## src/rtl/t_latch_arbiter.sv

```systemverilog
// Round-robin arbiter and strobe sequencer for a shared bank of T-type cells.
// One requester at a time gets a single-cycle T/En strobe, followed by a settle window.
module t_latch_arbiter #(
    parameter int N_REQ  = 4,
    parameter int WIDTH  = 8,
    parameter int SETTLE = 2
) (
    input  logic                     Clk,
    input  logic                     Rst_n,
    input  logic [N_REQ-1:0]         Req,
    input  logic [N_REQ*WIDTH-1:0]   Mask,
    output logic [N_REQ-1:0]         Gnt,
    output logic [N_REQ-1:0]         Ack,
    output logic [WIDTH-1:0]         T_out,
    output logic                     En_out,
    output logic [WIDTH-1:0]         State_q,
    output logic                     Busy
);

    localparam int PW = (N_REQ > 1) ? $clog2(N_REQ) : 1;
    localparam int CW = $clog2(SETTLE + 1);

    typedef enum logic [1:0] {
        ST_IDLE   = 2'd0,
        ST_STROBE = 2'd1,
        ST_SETTLE = 2'd2
    } state_t;

    state_t            state_r, state_next_s;
    logic [PW-1:0]     ptr_r, ptr_next_s;
    logic [PW-1:0]     win_r, win_next_s, win_s;
    logic [WIDTH-1:0]  mask_r, mask_next_s, sel_mask_s;
    logic [CW-1:0]     cnt_r, cnt_next_s;
    logic [N_REQ-1:0]  gnt_r, gnt_next_s;
    logic [N_REQ-1:0]  ack_r, ack_next_s;
    logic [WIDTH-1:0]  t_r, t_next_s;
    logic              en_r, en_next_s;
    logic [WIDTH-1:0]  shadow_r, shadow_next_s;
    logic              busy_r, busy_next_s;

    // First requesting index at or above ptr, wrapping around.
    function automatic logic [PW-1:0] pick_winner(input logic [N_REQ-1:0] req,
                                                  input logic [PW-1:0]    ptr);
        logic [PW-1:0] sel;
        logic          found;
        int            idx;
        sel   = '0;
        found = 1'b0;
        for (int off = 0; off < N_REQ; off++) begin
            idx   = (int'(ptr) + off) % N_REQ;
            sel   = (!found && req[idx]) ? PW'(idx) : sel;
            found = found | req[idx];
        end
        return sel;
    endfunction

    function automatic logic [N_REQ-1:0] onehot(input logic [PW-1:0] w);
        logic [N_REQ-1:0] v;
        v    = '0;
        v[w] = 1'b1;
        return v;
    endfunction

    function automatic logic [PW-1:0] next_ptr(input logic [PW-1:0] w);
        return (int'(w) == N_REQ - 1) ? PW'(0) : PW'(int'(w) + 1);
    endfunction

    assign win_s      = pick_winner(Req, ptr_r);
    assign sel_mask_s = Mask[int'(win_s)*WIDTH +: WIDTH];

    // Next-state and next-output computation for the grant/strobe/settle sequence.
    always_comb begin
        state_next_s  = state_r;
        ptr_next_s    = ptr_r;
        win_next_s    = win_r;
        mask_next_s   = mask_r;
        cnt_next_s    = cnt_r;
        gnt_next_s    = gnt_r;
        ack_next_s    = '0;
        t_next_s      = '0;
        en_next_s     = 1'b0;
        shadow_next_s = shadow_r;
        busy_next_s   = busy_r;
        case (state_r)
            ST_IDLE: begin
                if (|Req) begin
                    // Mask is committed here; later Req/Mask changes cannot touch this strobe.
                    win_next_s   = win_s;
                    mask_next_s  = sel_mask_s;
                    gnt_next_s   = onehot(win_s);
                    ack_next_s   = onehot(win_s);
                    t_next_s     = sel_mask_s;
                    en_next_s    = 1'b1;
                    busy_next_s  = 1'b1;
                    state_next_s = ST_STROBE;
                end else begin
                    gnt_next_s  = '0;
                    busy_next_s = 1'b0;
                end
            end
            ST_STROBE: begin
                shadow_next_s = shadow_r ^ mask_r;
                ptr_next_s    = next_ptr(win_r);
                cnt_next_s    = CW'(SETTLE);
                state_next_s  = ST_SETTLE;
            end
            ST_SETTLE: begin
                if (cnt_r <= CW'(1)) begin
                    cnt_next_s   = '0;
                    gnt_next_s   = '0;
                    busy_next_s  = 1'b0;
                    state_next_s = ST_IDLE;
                end else begin
                    cnt_next_s = cnt_r - CW'(1);
                end
            end
            default: begin
                gnt_next_s   = '0;
                busy_next_s  = 1'b0;
                state_next_s = ST_IDLE;
            end
        endcase
    end

    // FSM state register.
    always_ff @(posedge Clk or negedge Rst_n) begin
        if (!Rst_n) begin
            state_r <= ST_IDLE;
        end else begin
            state_r <= state_next_s;
        end
    end

    // Datapath and output registers.
    always_ff @(posedge Clk or negedge Rst_n) begin
        if (!Rst_n) begin
            ptr_r    <= '0;
            win_r    <= '0;
            mask_r   <= '0;
            cnt_r    <= '0;
            gnt_r    <= '0;
            ack_r    <= '0;
            t_r      <= '0;
            en_r     <= 1'b0;
            shadow_r <= '0;
            busy_r   <= 1'b0;
        end else begin
            ptr_r    <= ptr_next_s;
            win_r    <= win_next_s;
            mask_r   <= mask_next_s;
            cnt_r    <= cnt_next_s;
            gnt_r    <= gnt_next_s;
            ack_r    <= ack_next_s;
            t_r      <= t_next_s;
            en_r     <= en_next_s;
            shadow_r <= shadow_next_s;
            busy_r   <= busy_next_s;
        end
    end

    assign Gnt     = gnt_r;
    assign Ack     = ack_r;
    assign T_out   = t_r;
    assign En_out  = en_r;
    assign State_q = shadow_r;
    assign Busy    = busy_r;

endmodule

```

## config.mk

```make
export PLATFORM = sky130hd
export DESIGN_NAME = t_latch_arbiter
export DESIGN_NICKNAME = d
export VERILOG_FILES = /design/src/rtl/t_latch_arbiter.sv
export SDC_FILE = /design/constraint.sdc
export NUM_CORES = 1
export LEC_CHECK = 0
export BUFFER_PORTS_ARGS = -buffer_cell sky130_fd_sc_hd__buf_2
export CORE_MARGIN = 8
export CORE_UTILIZATION = 30
export DETAILED_ROUTE_END_ITERATION = 10
export SLEW_MARGIN = 20
export SYNTH_ARGS = -nofsm -noshare
export SYNTH_HDL_FRONTEND = slang
export SYNTH_SLANG_ARGS = --single-unit
```

## constraint.sdc

```tcl
create_clock -name Clk -period 3.8 [get_ports Clk]
set_input_delay 0.76 -clock Clk [delete_from_list [all_inputs] [get_ports Clk]]
set_output_delay 0.76 -clock Clk [all_outputs]
set_load 0.05 [all_outputs]
```

==> results of run 1 <==
kinds of logic after synthesis:
group | synth area share [%]
and+or+nand+nor | 12.0
DFF | 55.6
AOI/OAI and AO/OA | 11.6
muxes | 9.66
buffers and inverters | 4.23
xor gates and xnor gates | 3.70
adders and majority gates | 3.31
registers in the layout, indices dropped and copies added (netlist names), 2 cells and up:
| name | flops |
|---|---|
| State_q | 8 |
| win_r | 2 |
| state_r | 2 |
| Ack | 4 |
| mask_r | 8 |
| cnt_r | 2 |
| ptr_r | 2 |
| T_out | 8 |
| Gnt | 4 |
synthesized netlist by cell type:
cell / n
a21boi_0: 1
a21oi_1: 2
a21oi_2: 1
buf_1: 1
buf_2: 4
buf_6: 2
clkbuf_1: 2
dfrtp_1: 42
ha_1: 5
inv_1: 6
inv_2: 1
mux2_2: 2
mux2i_1: 16
nand2_1: 32
nand2b_1: 2
nand2b_4: 1
nand3_1: 1
nand3b_1: 2
nand4_4: 1
nor2_1: 7
nor2_2: 1
nor2b_1: 1
o211ai_1: 1
o21ai_0: 6
o21ai_1: 1
o221ai_1: 8
o22ai_1: 8
o31ai_1: 4
xnor2_1: 8
where the power goes:
| group | switching [uW] | leakage [uW] | total, uW | internal (uW) |
|---|---|---|---|---|
| clock | 146 | 0.0000524 | 343 | 197 |
| sequential | 109 | 0.000530 | 765 | 657 |
| combinational | 871 | 0.000629 | 1220 | 348 |
| total | 1130 | 0.00121 | 2330 | 1200 |
critical path, stage by stage:
cell      delay (ns)
buf_2           0.12
nor2_2          0.13
nand2_1         0.10
nand2_1         0.37
inv_2           0.11
nand2_1         0.52
o221ai_1        0.19
area by class of cell:
cell class | count | area share, %
Inverter | 7 | 1.12
Sequential cell | 42 | 44.6
Tap cell | 77 | 4.09
Clock buffer | 7 | 3.24
Multi-Input combinational cell | 111 | 32.3
Timing Repair Buffer | 63 | 13.4
Clock inverter | 1 | 1.27
metrics by stage:
| step | instance area (um^2) | std cells | hold WS, ns | utilization (%) |
|---|---|---|---|---|
| final | 2360 | 308 | 0.470 | 37.8 |
| after detailed placement | 2250 | 300 | 0.458 | 36.0 |
| after floorplan | 1890 | 169 | 0.440 | - |
| after CTS | 2360 | 308 | 0.472 | 37.8 |
| after global placement | 2250 | 300 | 0.457 | 36.0 |
| after global routing | 2360 | 308 | 0.509 | 37.8 |
metal layers:
layer / vias to the layer above / GRT usage (%)
li1: 701 / -
met3: 7 / 3.78
met4: 0 / 3.97
met5: - / 0
met2: 40 / 15.3
met1: 657 / 12.0
worst paths after layout:
path	start	end	slack, ns
min	State_q[4]	State_q[4]	0.47
max in group asynchronous	Rst_n	mask_r[1]	2.62
max reg2reg	state_r[1]	Gnt[2]	1.75
min reg2reg	State_q[4]	State_q[4]	0.47
max	Req[3]	mask_r[1]	1.63
min in group asynchronous	Rst_n	state_r[1]	0.60
==> summary.txt, run 1 <==
Outcome
  • Status: finished, final reports clean

Worst setup path
  • Critical path required time: about 3.9 ns
  • R2R depth: 6
  • Worst setup EP type: flip-flop
  • Crit Path Category: primary input to flip-flop
  • Crit path max fanout: 20
  • Worst path arrival time: between 2 and 2.5 ns
  • Crit start category: primary input

Logic synthesis
  • Top cell type's share of synthesized area: 55.6%
  • Synth Net Count: roughly 210
  • Sequential fraction of the synthesis area: 55.6%
  • Synth area leader: dfrtp_1
  • Mapped Cells: 169
  • Post-synthesis register bit count: 42
  • Top cells by area, synth: dfrtp_1 (56%), mux2i_1 (8.5%), nand2_1 (6.3%)
  • Ys Warns: 0
  • Post-Synthesis Cell Area: approximately 1900 um^2
  • Synth unique cells: 29
  • Post-Syn Area per Cell: 11.2 um^2

Power and ir drop
  • Maximum VDD drop: roughly 0.43 mV
  • Pwr/cell area: 988 nW/um^2
  • Design Power: roughly 2300 uW
  • Leak pwr: 0.00121 uW

Route
  • Top Metal Used: met4
  • DRT Wirelength: between 4000 and 5000 um
  • Post-DR vias/cell: between 4 and 5
  • WL met1: about 1900 um
  • Drt initial violations: 42
  • Final ANT Viol Nets: 0
  • Wire length on met3: about 320 um
  • Per-cell routed wire length: 14.1 um
  • Met2 WL: 2060 um
  • 1st-pass router iterations: 4
  • Via Count: about 1400
  • Drt drc: 0

Cells and area
  • Layout cells sized above 1: between 30% and 40%
  • Final net count: 273
  • Commonest non-fill, non-tap cell in the layout: buf_2
  • Commonest non-fill, non-tap cells in the layout: buf_2 (63), dfrtp_1 (42), nand2_1 (32)
  • Ant. Diodes: 0
  • Layout fillers: around 640
  • Register Area: 1050 um^2
  • Multi-input gate area: 761 um^2
  • Syn-to-layout area delta: 24.5%

Floorplanning
  • Row cnt: 29
  • I/O pin count: 64
  • DIE WIDTH: between 90 and 100 um
  • Core ar.: approximately 6200 um^2
  • Initial core utilization: between 30% and 40%
  • Die Height: approximately 95 um
  • Die area: a little over 9000 um^2

Timing
  • RSZ-0062 raised after global routing: no
  • Fin Setup TNS: 0 ns
  • Final number of max-transition violations: 0
  • Final worst slack: 1.63 ns
  • Final hold vios: 0
  • Min Clock Period, post-route: about 2.2 ns
  • Slew @ Worst Pin: approximately 0.92 ns
  • Slew margin rel.: between 30% and 40%
  • Setup Skew: 0.0122 ns
  • Final setup fails: 0
  • Maximum clock frequency: about 460 MHz
  • Final Cycle Share: between 50 and 60%

Worst hold path
  • Hold Path Stages: 1
  • Worst Hold Class: flip-flop to flip-flop

Clock tree
  • TritonCTS buffer count: 5
  • Worst skew pair latency: slightly below 0.3 ns
  • Clock-pin slew on the worst setup and hold paths: 0.08 ns
  • Clock H-tree levels: 2
  • Buffer count from post-CTS setup fixing: 0
  • Root Buffer: clkbuf_8
  • CTS tree: built
  • Clock buffer depth: 2
  • Resized Gates After CTS: 0
  • # clock sinks: 42
  • Hold buffer count at cts: 0

GRT
  • Gr usage total: 9.85%
  • Vias in the first global route: 1486
  • Largest net degree at the start of global routing: 43
  • First-pass GRT wire length: between 7000 and 8000 um
  • Initial antenna violation count: 0
  • Aggregate global routing overflow: 0

Placement
  • Buffers on Ports: 63
  • Dpl ws: ~1.3 ns
  • Gpl congestion: 0.702
  • Dpl hpwl: 3200 um

Flow run
  • MaxCap Viol Count: 0
(Power assumes the default switching activity.)
==> run 2: changes to the inputs <==
--- a/config.mk
+++ b/config.mk
@@ -5,6 +5,7 @@
 export SDC_FILE = /design/constraint.sdc
 export NUM_CORES = 1
 export LEC_CHECK = 0
+export ABC_AREA = 1
 export BUFFER_PORTS_ARGS = -buffer_cell sky130_fd_sc_hd__buf_2
 export CORE_MARGIN = 8
 export CORE_UTILIZATION = 30
==> constraint.sdc (replaced) <==
create_clock -name Clk -period 1.86 [get_ports Clk]
set_input_delay 0.372 -clock Clk [delete_from_list [all_inputs] [get_ports Clk]]
set_output_delay 0.372 -clock Clk [all_outputs]
set_load 0.05 [all_outputs]
==> summary.txt, run 2 <==
Worst setup path
  • Crit path max fanout: 10 (was 20)
  • Reg-to-Reg End: Gnt[3] (was Gnt[2])
  • R2R depth: 13 (was 6)
  • R2R Setup Slk: 0.04 ns (was 1.75 ns)
  • Worst setup EP type: flip-flop (unchanged)
  • RR Startpoint: ptr_r[0] (was state_r[1])
  • Crit Path Category: flip-flop to flip-flop (was primary input to flip-flop)
  • Crit start category: flip-flop (was primary input)
  • Critical path required time: 2.10 ns (was 3.93 ns)
  • Worst path arrival time: 2.06 ns (was 2.30 ns)

Logic synthesis
  • Synth Area in Simple Gates: 35.9% (was 12.0%)
  • Synth Net Count: 316 (was 212)
  • EDFF count, synth: 0 (unchanged)
  • Adder-cell area share of the yosys netlist: 2.86% (was 3.31%)
  • Sequential fraction of the synthesis area: 48.1% (was 55.6%)
  • Compound-Gate Fraction of Synth Area: 2.92% (was 11.6%)
  • Synth unique cells: 24 (was 29)
  • Largest family of logic cells by synthesized area: simple AND/OR/NAND/NOR gates (unchanged)
  • Synth area leader: dfrtp_1 (unchanged)
  • Prevailing post-synth register cell: dfrtp_1 (unchanged)
  • Post-synthesis register bit count: 42 (unchanged)
  • Synth cell count leaders: nand2_1 (112), dfrtp_1 (42), nand3_1 (32) (was dfrtp_1 (42), nand2_1 (32), mux2i_1 (16))
  • Post-synthesis mux area share: 0% (was 9.66%)
  • Mapped Cells: 273 (was 169)
  • Top cells by area, synth: dfrtp_1 (48%), nand2_1 (19%), nand3_1 (7.3%) (was dfrtp_1 (56%), mux2i_1 (8.5%), nand2_1 (6.3%))
  • Top cell type's share of synthesized area: 48.1% (was 55.6%)
  • Synth Area in XOR/XNOR: 3.21% (was 3.70%)
  • Post-Synthesis Cell Area: 2190 um^2 (was 1890 um^2)
  • Ys Warns: 0 (unchanged)
  • Fraction of registers with async set/reset: 100% (unchanged)
  • Cell with the most instances after synthesis: nand2_1 (was dfrtp_1)
  • Post-Syn Area per Cell: 8.01 um^2 (was 11.2 um^2)

Clock tree
  • TritonCTS buffer count: 5 (unchanged)
  • # clock sinks: 42 (unchanged)
  • Clock buffer depth: 2 (unchanged)
  • Clock-pin slew on the worst setup and hold paths: 0.09 ns (was 0.08 ns)
  • CTS tree: built (unchanged)
  • Root Buffer: clkbuf_8 (unchanged)
  • Worst skew pair latency: 0.30 ns (was 0.29 ns)
  • Clock H-tree levels: 2 (unchanged)

GRT
  • Busiest grt layer: met2 (unchanged)
  • GR Layer Usage met3: 4.26% (was 3.78%)
  • Met2 Use GR: 18.7% (was 15.3%)
  • Initial antenna violation count: 0 (unchanged)
  • Largest net degree at the start of global routing: 26 (was 43)
  • Gr usage total: 11.6% (was 9.85%)
  • Vias in the first global route: 1958 (was 1486)
  • First-pass GRT wire length: 9250 um (was 7000 um)
  • Aggregate global routing overflow: 0 (unchanged)
  • Met1 Usage GRT: 14.2% (was 12.0%)

Power and ir drop
  • Clock group share of total power: 13.6% (was 14.7%)
  • Pwr/cell area: 2240 nW/um^2 (was 988 nW/um^2)
  • Sw power: 3330 uW (was 1130 uW)
  • Leak pwr: 0.00166 uW (was 0.00121 uW)
  • Flop pwr share: 23.3% (was 32.9%)
  • Comb pwr share: 63.1% (was 52.4%)
  • Sw Share: 50.3% (was 48.4%)
  • P_int: 3290 uW (was 1200 uW)
  • Maximum VDD drop: 0.564 mV (was 0.432 mV)

Floorplanning
  • Core ar.: 7140 um^2 (was 6240 um^2)
  • Die area: 10300 um^2 (was 9100 um^2)
  • DIE WIDTH: 101 um (was 95.4 um)
  • Die Height: 101 um (was 95.4 um)
  • I/O pin count: 64 (unchanged)
  • Initial core utilization: 30.6% (was 30.3%)
  • Row cnt: 31 (was 29)

Timing
  • Min Clock Period, post-route: ~1.8 ns
  • Final hold vios: 0 (unchanged)
  • Final Cycle Share: a little over nine tenths
  • Slew margin rel.: 68.7% (was 38.5%)
  • Maximum clock frequency: 550 MHz
  • Final number of max-transition violations: 0 (unchanged)
  • Slew @ Worst Pin: 0.470 ns (was 0.922 ns)
  • Setup Skew: 0.0101 ns (was 0.0122 ns)
  • RSZ-0062 raised after global routing: yes (was no)
  • Final worst slack: 0.0428 ns (was 1.63 ns)
  • Final setup fails: 0 (unchanged)

Worst hold path
  • Worst Hold Class: primary input to asynchronous set/reset pin (was flip-flop to flip-flop)

Cells and area
  • Commonest non-fill, non-tap cells in the layout: nand2_1 (94), buf_2 (63), dfrtp_1 (40) (was buf_2 (63), dfrtp_1 (42), nand2_1 (32))
  • Commonest non-fill, non-tap cell in the layout: nand2_1 (was buf_2)
  • Layout cells sized above 1: 37.9% (was 32.9%)
  • Layout fillers: 758 (was 638)
  • Syn-to-layout area delta: 35.0% (was 24.5%)
  • Final net count: 393 (was 273)
  • Final cell count without fillers: 450 (was 308)
  • Ant. Diodes: 0 (unchanged)

Outcome
  • Status: finished, final reports clean (unchanged)

Placement
  • Buffers on Ports: 63 (unchanged)
  • Cells after DPL: 438 (was 300)
  • Dpl hpwl: 4470 um (was 3200 um)
  • Dpl ws: -0.0467 ns (was 1.29 ns)
  • Gpl congestion: 0.766 (was 0.702)

Route
  • Via Count: 1943 (was 1405)
  • Per-cell routed wire length: 12.9 um (was 14.1 um)
  • Final ANT Viol Nets: 0 (unchanged)
  • DRT Wirelength: 5800 um (was 4340 um)
  • Post-DR vias/cell: 4.32 (was 4.56)
  • 1st-pass router iterations: 4 (unchanged)
  • Drt drc: 0 (unchanged)
  • Drt initial violations: 74 (was 42)

Flow run
  • MaxCap Viol Count: 0 (unchanged)
run 2: cell types whose count changed after synthesis, sizes merged, moves of 3 or more:
| cell | previous run | this run |
|---|---|---|
| inv | 7 | 27 |
| mux2i | 16 | 0 |
| nand2 | 32 | 124 |
| nand2b | 3 | 0 |
| nand3 | 1 | 32 |
| nor2 | 8 | 13 |
| o21ai | 7 | 10 |
| o221ai | 8 | 0 |
| o22ai | 8 | 0 |
| o31ai | 4 | 0 |
| xnor2 | 8 | 0 |
| xor2 | 0 | 8 |
run 2: kinds of logic after synthesis:
group	after synthesis
simple gates	172
buf+inv	34
xor+xnor	8
flops	42
fa+ha+maj	5
compound gates	12
run 2: per-stage QoR:
stage	TNS (ns)	total power [uW]	hold slack (ns)	utilization (%)	cell area, um^2
global route	-0.949	7190	0.0494	41.3	2950
finish	0	6620	0.0157	41.3	2950
floorplan	0	4430	0.0764	-	2190
CTS	0	6330	0.0288	39.6	2820
detailed placement	-0.132	5350	0.355	37.3	2670
global placement	-0.0666	5320	0.359	37.3	2670
run 2: power groups by stage:
stage / clock [uW] / sequential (uW) / combinational (uW)
3_3_place_gp: 0 / 1560 / 3760
2_1_floorplan: 0 / 2240 / 2190
5_1_grt: 948 / 1590 / 4650
6_report: 898 / 1550 / 4180
4_1_cts: 914 / 1550 / 3860
3_5_place_dp: 0 / 1560 / 3780
run 2: timing repair:
item                                    in CTS  in global routing
hold endpoints to repair                     0                  0
hold buffers                                 0                  0
pin swaps                                    2                  6
gates resized for setup                      3                 30
endpoints found under the setup margin      14                 26
buffers inserted                             1                  3
run 2: how the worst max path moves through the flow:
| stage | startpoint | slack [ns] | cells after the start | to |
|---|---|---|---|---|
| CTS | ptr_r[0] | 0.004 | 11 | Gnt[3] |
| global route | ptr_r[0] | -0.07 | 14 | mask_r[7] |
| global placement | ptr_r[0] | -0.04 | 15 | mask_r[1] |
| finish | ptr_r[0] | 0.04 | 13 | Gnt[3] |
| detailed placement | ptr_r[0] | -0.05 | 15 | mask_r[1] |
| floorplan | ptr_r[0] | 0.18 | 16 | mask_r[0] |
run 2: layout make-up:
| cell class | instances | area [um^2] | area share [%] |
|---|---|---|---|
| tap | 99 | 124 | 4.20 |
| timing repair buffer | 77 | 460 | 15.6 |
| clock inverter | 2 | 60.1 | 2.04 |
| clock buffer | 6 | 82.6 | 2.80 |
| sequential | 42 | 1050 | 35.7 |
| inverter | 27 | 106 | 3.60 |
| multi-input combinational | 197 | 1060 | 36.0 |
run 2: critical path, cell delays in order, from the launching register on:
cell	delay (ns)
dfrtp_2	0.47
clkinv_4	0.12
nand2_2	0.09
nand2_4	0.06
nand2_4	0.07
nand2_4	0.07
nor2_8	0.15
nand3_1	0.09
nand3_2	0.09
nand2_2	0.08
nor2_4	0.14
buf_12	0.16
nand3_1	0.09
nand2_1	0.08
run 2: routing by layer:
layer / routed length, um / up-vias
li1: - / 1000
met1: 2630 / 894
met2: 2660 / 42
met3: 454 / 7
met4: 58 / 0
met5: 0 / -
